### src/rtl/flash_read_arbiter.sv
// Arbitrates 6809 CPU and DMA byte reads onto a single SPI flash read engine,
// with a one-entry read cache in front of the CPU path and a per-read timeout.
module flash_read_arbiter #(
    parameter int TIMEOUT = 200
) (
    input  logic        clk,
    input  logic        reset,
    input  logic        cpu_req,
    input  logic [15:0] cpu_addr,
    output logic [7:0]  cpu_data,
    output logic        cpu_ready,
    input  logic        dma_req,
    input  logic [23:0] dma_addr,
    output logic [7:0]  dma_data,
    output logic        dma_ack,
    output logic        eng_start,
    output logic [23:0] eng_addr,
    input  logic        eng_done,
    input  logic [7:0]  eng_data,
    output logic        timeout_err
);

    typedef enum logic [1:0] {S_IDLE, S_ISSUE, S_WAIT, S_RESP} state_t;

    localparam logic       OWN_CPU  = 1'b0;
    localparam logic       OWN_DMA  = 1'b1;
    localparam logic [7:0] CNT_LAST = 8'(TIMEOUT - 1);

    state_t      state_q, state_d;
    logic        eng_start_q, eng_start_d;
    logic [23:0] eng_addr_q, eng_addr_d;
    logic        cpu_ready_q, cpu_ready_d;
    logic [7:0]  cpu_data_q, cpu_data_d;
    logic        dma_ack_q, dma_ack_d;
    logic [7:0]  dma_data_q, dma_data_d;
    logic        timeout_err_q, timeout_err_d;
    logic        cache_vld_q, cache_vld_d;
    logic [23:0] cache_tag_q, cache_tag_d;
    logic [7:0]  cache_data_q, cache_data_d;
    logic [7:0]  cnt_q, cnt_d;
    logic        owner_q, owner_d;
    logic        last_grant_q, last_grant_d;
    logic [7:0]  rd_data_q, rd_data_d;

    logic [23:0] cpu_eff;
    logic        cpu_pend, dma_pend, cpu_hit, cpu_miss, grant_dma;

    // The upper CPU address bits are decoded before the request reaches here.
    logic unused_addr_bits;
    assign unused_addr_bits = ^cpu_addr[15:12];

    assign cpu_eff  = {12'h000, cpu_addr[11:0]};
    assign cpu_pend = cpu_req & ~cpu_ready_q;
    assign dma_pend = dma_req & ~dma_ack_q;
    assign cpu_hit  = cpu_pend & cache_vld_q & (cache_tag_q == cpu_eff);
    assign cpu_miss = cpu_pend & ~cpu_hit;

    always_comb begin
        state_d       = state_q;
        eng_start_d   = 1'b0;
        eng_addr_d    = eng_addr_q;
        cpu_ready_d   = cpu_ready_q & cpu_req;
        cpu_data_d    = cpu_data_q;
        dma_ack_d     = 1'b0;
        dma_data_d    = dma_data_q;
        timeout_err_d = timeout_err_q;
        cache_vld_d   = cache_vld_q;
        cache_tag_d   = cache_tag_q;
        cache_data_d  = cache_data_q;
        cnt_d         = cnt_q;
        owner_d       = owner_q;
        last_grant_d  = last_grant_q;
        rd_data_d     = rd_data_q;
        grant_dma     = 1'b0;

        case (state_q)
            S_IDLE: begin
                if (cpu_hit) begin
                    cpu_data_d  = cache_data_q;
                    cpu_ready_d = 1'b1;
                end else if (cpu_miss || dma_pend) begin
                    // On a tie the requester that did not win last time goes first.
                    grant_dma    = dma_pend && (!cpu_miss || last_grant_q == OWN_CPU);
                    eng_addr_d   = grant_dma ? dma_addr : cpu_eff;
                    owner_d      = grant_dma ? OWN_DMA : OWN_CPU;
                    last_grant_d = grant_dma ? OWN_DMA : OWN_CPU;
                    eng_start_d  = 1'b1;
                    state_d      = S_ISSUE;
                end
            end
            S_ISSUE: begin
                cnt_d   = 8'd0;
                state_d = S_WAIT;
            end
            S_WAIT: begin
                if (eng_done) begin
                    rd_data_d    = eng_data;
                    cache_vld_d  = 1'b1;
                    cache_tag_d  = eng_addr_q;
                    cache_data_d = eng_data;
                    state_d      = S_RESP;
                end else if (cnt_q == CNT_LAST) begin
                    rd_data_d     = 8'hFF;
                    timeout_err_d = 1'b1;
                    cache_vld_d   = 1'b0;
                    state_d       = S_RESP;
                end else begin
                    cnt_d = cnt_q + 8'd1;
                end
            end
            S_RESP: begin
                if (owner_q == OWN_CPU) begin
                    cpu_data_d  = rd_data_q;
                    cpu_ready_d = 1'b1;
                end else begin
                    dma_data_d = rd_data_q;
                    dma_ack_d  = 1'b1;
                end
                state_d = S_IDLE;
            end
            default: state_d = S_IDLE;
        endcase
    end

    always_ff @(posedge clk) begin
        if (!reset) begin
            state_q       <= S_IDLE;
            eng_start_q   <= 1'b0;
            eng_addr_q    <= 24'h000000;
            cpu_ready_q   <= 1'b0;
            cpu_data_q    <= 8'h00;
            dma_ack_q     <= 1'b0;
            dma_data_q    <= 8'h00;
            timeout_err_q <= 1'b0;
            cache_vld_q   <= 1'b0;
            cnt_q         <= 8'd0;
            owner_q       <= OWN_CPU;
            last_grant_q  <= OWN_DMA;
        end else begin
            state_q       <= state_d;
            eng_start_q   <= eng_start_d;
            eng_addr_q    <= eng_addr_d;
            cpu_ready_q   <= cpu_ready_d;
            cpu_data_q    <= cpu_data_d;
            dma_ack_q     <= dma_ack_d;
            dma_data_q    <= dma_data_d;
            timeout_err_q <= timeout_err_d;
            cache_vld_q   <= cache_vld_d;
            cnt_q         <= cnt_d;
            owner_q       <= owner_d;
            last_grant_q  <= last_grant_d;
        end
        cache_tag_q  <= cache_tag_d;
        cache_data_q <= cache_data_d;
        rd_data_q    <= rd_data_d;
    end

    assign eng_start   = eng_start_q;
    assign eng_addr    = eng_addr_q;
    assign cpu_ready   = cpu_ready_q;
    assign cpu_data    = cpu_data_q;
    assign dma_ack     = dma_ack_q;
    assign dma_data    = dma_data_q;
    assign timeout_err = timeout_err_q;

endmodule

### config.mk
export PLATFORM = sky130hd
export DESIGN_NAME = flash_read_arbiter
export DESIGN_NICKNAME = d
export VERILOG_FILES = /design/src/rtl/flash_read_arbiter.sv
export SDC_FILE = /design/constraint.sdc
export NUM_CORES = 1
export LEC_CHECK = 0
export BUFFER_PORTS_ARGS = -buffer_cell sky130_fd_sc_hd__buf_2
export CAP_MARGIN = 20
export CORE_MARGIN = 10
export CORE_UTILIZATION = 40
export CTS_BUF_LIST = sky130_fd_sc_hd__clkbuf_4 sky130_fd_sc_hd__clkbuf_8
export DETAILED_ROUTE_END_ITERATION = 16
export PLACE_DENSITY = 0.65
export SYNTH_ARGS = -nofsm -noshare
export SYNTH_HDL_FRONTEND = slang
export SYNTH_SLANG_ARGS = --single-unit
### constraint.sdc
create_clock -name clk -period 2.2 [get_ports clk]
set_input_delay 0.11 -clock clk [delete_from_list [all_inputs] [get_ports clk]]
set_output_delay 0.11 -clock clk [all_outputs]
set_load 0.01 [all_outputs]
==> metrics.md <==
| Metric | Value |
|---|---|
| Outcome | complete, but fails checks |
| Violations in the final reports | setup timing |
| Destination of the worst hold path | eng_addr[5]$_SDFFE_PN0P_ |
| Area of the die | 0.0141 mm2 |
| Via count of the first global-routing pass | 2970 |
| Post-layout min period | 2200 ps |
| Reg2reg start | cache_tag_q[22]$_DFFE_PP_ |
| Number of vias per cell | 4.90 |
| Setup TNS after final layout | -3.08 ps |
| Mapped Nets | 384 |
| Worst-case reg-to-reg path depth | 7 |
| HPWL after detailed placement | 6290 um |
| Number of placement rows | 36 |
| Number of flip-flops and latches in the synthesized netlist | 97 |
| Achievable Freq | 0.454 GHz |
| Critical path launch point type | flip-flop |
| Path type of the worst min-delay path | in -> reg |
| Final std cells w/o fill | 586 |
| Reg2reg end | eng_addr[14]$_SDFFE_PN0P_ |
| Most instantiated cells after synthesis | sky130_fd_sc_hd__dfxtp_1 (57), sky130_fd_sc_hd__edfxtp_1 (40), sky130_fd_sc_hd__nand2_1 (32), sky130_fd_sc_hd__mux2i_1 (21), sky130_fd_sc_hd__a21oi_1 (19) |
| Clock-pin transition on the worst setup and hold timing paths | 100 ps |
| Max-slew violations | 0 |
| Clock network fraction of total power | 0.198 |
| Power per Cell Area | 1000 mW/mm2 |
| First-pass GRT wire length | 14700 um |
| First-pass iteration count of the detailed router | 4 |
| Routability-driven placement congestion ratio | 0.761 |
| Max capacitance violation total | 0 |
| Clock insertion delay at the later pin of the skew report | 360 ps |
| Number of nets still failing antenna checks after routing | 0 |
| Count leader, synth | sky130_fd_sc_hd__dfxtp_1 |
| Int Pwr | 0.00342 W |
| Post-synthesis instance area | 0.00390 mm2 |
| Relative slew margins | 0.639 |
| Routed length per placed instance | 15.3 um |
| Register-to-register setup slack | -3 ps |
| Data required time of the critical path | 2450 ps |
| Share of cells above drive strength 1 | 0.309 |
| Data arrival at the endpoint of the critical path | 2450 ps |
| Via total after detailed routing | 2872 |
| Layout Area Growth over Synthesis | 29.5% |
| Seq/Total Area, Yosys | 0.600 |
| Leakage power total | 2.10 nW |
| Fraction of power consumed by combinational cells | 0.325 |
| Post-route clock period utilization | 1.00 |
| Sw Pwr | 0.00166 W |
| Post-Route Skew | 10.6 ps |
| Global-route usage over all layers | 0.128 |
| Min-Delay Startpoint | dma_addr[5] |
| Proportion of synthesized flip-flops having asynchronous set or reset | 0 |
| Main synth FF type | sky130_fd_sc_hd__dfxtp_1 |
| Net switching share of the total power | 0.328 |
| Starting density of the core | 0.405 |
| Total number of nets in the final design | 507 |
| Root buffer cell | sky130_fd_sc_hd__clkbuf_8 |
| Max FO, Critical Path | 6 |
| Placed cells | 547 |
| Relative contribution of sequential cells to total power | 0.476 |
| Cell type with the highest aggregate area in the netlist | sky130_fd_sc_hd__edfxtp_1 |
| Start point of the critical path | cache_tag_q[22]$_DFFE_PP_ |
| Residual overflow from global routing | 0 |
| Std-Cell Core Area | 0.00964 mm2 |
| Final antenna diode count | 0 |
| Count of flip-flops with a built-in enable after synthesis | 40 |
| Maximum number of pins on one net before global-route repair | 30 |
| Vertical die dimension | 119 um |
| Number of DRC markers after the initial detailed-route iteration | 154 |
| Final Instance Area | 0.00506 mm2 |
| Number of failing hold endpoints at the final stage | 0 |
| Total of buffers placed on input and output ports | 92 |
| Count of warnings emitted by yosys | 0 |
| Final routed DRC violation total | 0 |
| Worst Setup Path Type | reg -> reg |
| Cell types with the largest area share after synthesis | sky130_fd_sc_hd__edfxtp_1 (31%), sky130_fd_sc_hd__dfxtp_1 (29%), sky130_fd_sc_hd__mux2i_1 (5.4%) |
| Die width | 119 um |
| Initial antenna violation count | 0 |
| Aggregate routed wire length | 8960 um |
| Worst slack on hold paths | 39.3 ps |
| Clock tree from TritonCTS | yes |
| Worst-margin pin slew | 541 ps |
| Cell count after synthesis | 325 |
| Number of buffers created by CTS | 9 |
| Cell area reported after detailed placement | 0.00456 mm2 |
| Worst VDD drop | 0.373 mV |
| Mean instance size in the synthesized netlist | 12.0 um2 |
| Worst-case clock buffer depth | 2 |
| Clock tree sinks | 97 |
| Area share of the largest cell type after synthesis | 0.308 |
| Count of different cell masters after synthesis | 44 |
| Final Core Density | 0.525 |
| H-Tree Level Count | 3 |
| Final critical-path setup slack | -3.08 ps |
| Setup violations, final | 1 |
| Setup repair after global routing missed its margin | yes |
| Number of ports placed on the die boundary | 97 |
| Min-Delay Path Depth | 3 |
| Critical path capture point type | flip-flop |
==> worst max path at each step <==
stage / end / slack, ps
floorplan: rd_data_q[0]$_SDFFCE_PN1P_ / 40
global placement: eng_addr[16]$_SDFFE_PN0P_ / -60
detailed placement: eng_addr[14]$_SDFFE_PN0P_ / -100
CTS: eng_addr[14]$_SDFFE_PN0P_ / -20
global route: eng_addr[8]$_SDFFE_PN0P_ / -70
finish: eng_addr[14]$_SDFFE_PN0P_ / -3
==> worst max-delay path, cell delays in order, from the launching register on <==
cell                       delay [ps]
sky130_fd_sc_hd__edfxtp_1         390
sky130_fd_sc_hd__nor4b_2          290
sky130_fd_sc_hd__nand4_1          140
sky130_fd_sc_hd__or4_4            570
sky130_fd_sc_hd__buf_6            160
sky130_fd_sc_hd__and2_4           170
sky130_fd_sc_hd__and4_4           200
sky130_fd_sc_hd__a22o_1           190
==> per-stage QoR <==
stage | worst slack (ps) | total power [W]
after detailed placement | -96.7 | 0.00388
after global routing | -73.7 | 0.00540
after global placement | -61.2 | 0.00385
after floorplan | 37.8 | 0.00334
final | -3.08 | 0.00508
after CTS | -15.8 | 0.00496
==> layer usage <==
metal	routed length, um	GRT usage	share of wire	vias up
met5	0	0	0	-
met4	172	0.0641	0.019	0
met3	364	0.0286	0.041	12
met2	4550	0.214	0.51	59
met1	3880	0.151	0.43	1363
li1	-	-	-	1438
==> repair_timing <==
| action | in CTS | in global routing |
|---|---|---|
| pin swaps | 3 | 1 |
| endpoints found under the hold margin | 20 | 0 |
| resized for setup | 4 | 16 |
| hold buffers | 20 | 0 |
| endpoints found under the setup margin | 32 | 39 |
| buffers inserted | 1 | 0 |
| gates cloned | 1 | 1 |
==> flip-flops by register name, indices dropped and copies added (netlist names), 2 cells and up <==
register and cells:
cpu_data 8, state_q 2, eng_addr 24, rd_data_q 8, cache_tag_q 24, cache_data_q 8, cnt_q 8, dma_data 8
==> power by group through the flow <==
stage | clock network, W | registers (W) | logic (W)
final | 0.00101 | 0.00242 | 0.00165
after CTS | 0.00104 | 0.00242 | 0.00150
after floorplan | 0 | 0.00252 | 0.000822
after detailed placement | 0 | 0.00246 | 0.00142
after global routing | 0.00112 | 0.00247 | 0.00181
after global placement | 0 | 0.00244 | 0.00140
==> cells in the final DEF (no fill, tap or decap), types with 6 or more instances in the layout <==
master,netlist,layout
sky130_fd_sc_hd__buf_2,3,92
sky130_fd_sc_hd__dfxtp_1,57,57
sky130_fd_sc_hd__edfxtp_1,40,40
sky130_fd_sc_hd__nand2_1,32,24
sky130_fd_sc_hd__mux2i_1,21,21
sky130_fd_sc_hd__dlygate4sd3_1,0,20
sky130_fd_sc_hd__a21oi_1,19,19
sky130_fd_sc_hd__nand2b_1,14,13
sky130_fd_sc_hd__a21boi_0,13,13
sky130_fd_sc_hd__xnor2_1,12,12
sky130_fd_sc_hd__a22o_1,12,12
sky130_fd_sc_hd__o21ai_0,10,10
sky130_fd_sc_hd__clkbuf_8,0,9
sky130_fd_sc_hd__nand4_1,8,8
sky130_fd_sc_hd__o211a_1,8,8
sky130_fd_sc_hd__buf_4,0,8
sky130_fd_sc_hd__o21ai_1,7,7
sky130_fd_sc_hd__nor2b_1,6,6
sky130_fd_sc_hd__nor2_1,6,6
sky130_fd_sc_hd__ha_1,6,6
==> kinds of logic (layout without fill, tap and decap cells) <==
kind of cell | count (synthesis) | in the layout | share of synthesized area
flops | 97 | 97 | 0.600
simple gates | 90 | 91 | 0.126
compound gates | 78 | 78 | 0.141
mux | 21 | 21 | 0.0538
buf+inv | 19 | 146 | 0.0292
xor+xnor | 14 | 14 | 0.0314
fa+ha+maj | 6 | 6 | 0.0192
==> area by class of cell <==
type	count	area (um2)
Sequential cell	97	2340
Clock buffer	9	124
Clock inverter	7	47.5
Timing Repair Buffer	126	837
Tap cell	133	166
Inverter	4	15.0
Multi-Input combinational cell	210	1530
Fill cell	869	4580
(Power assumes the default switching activity.)
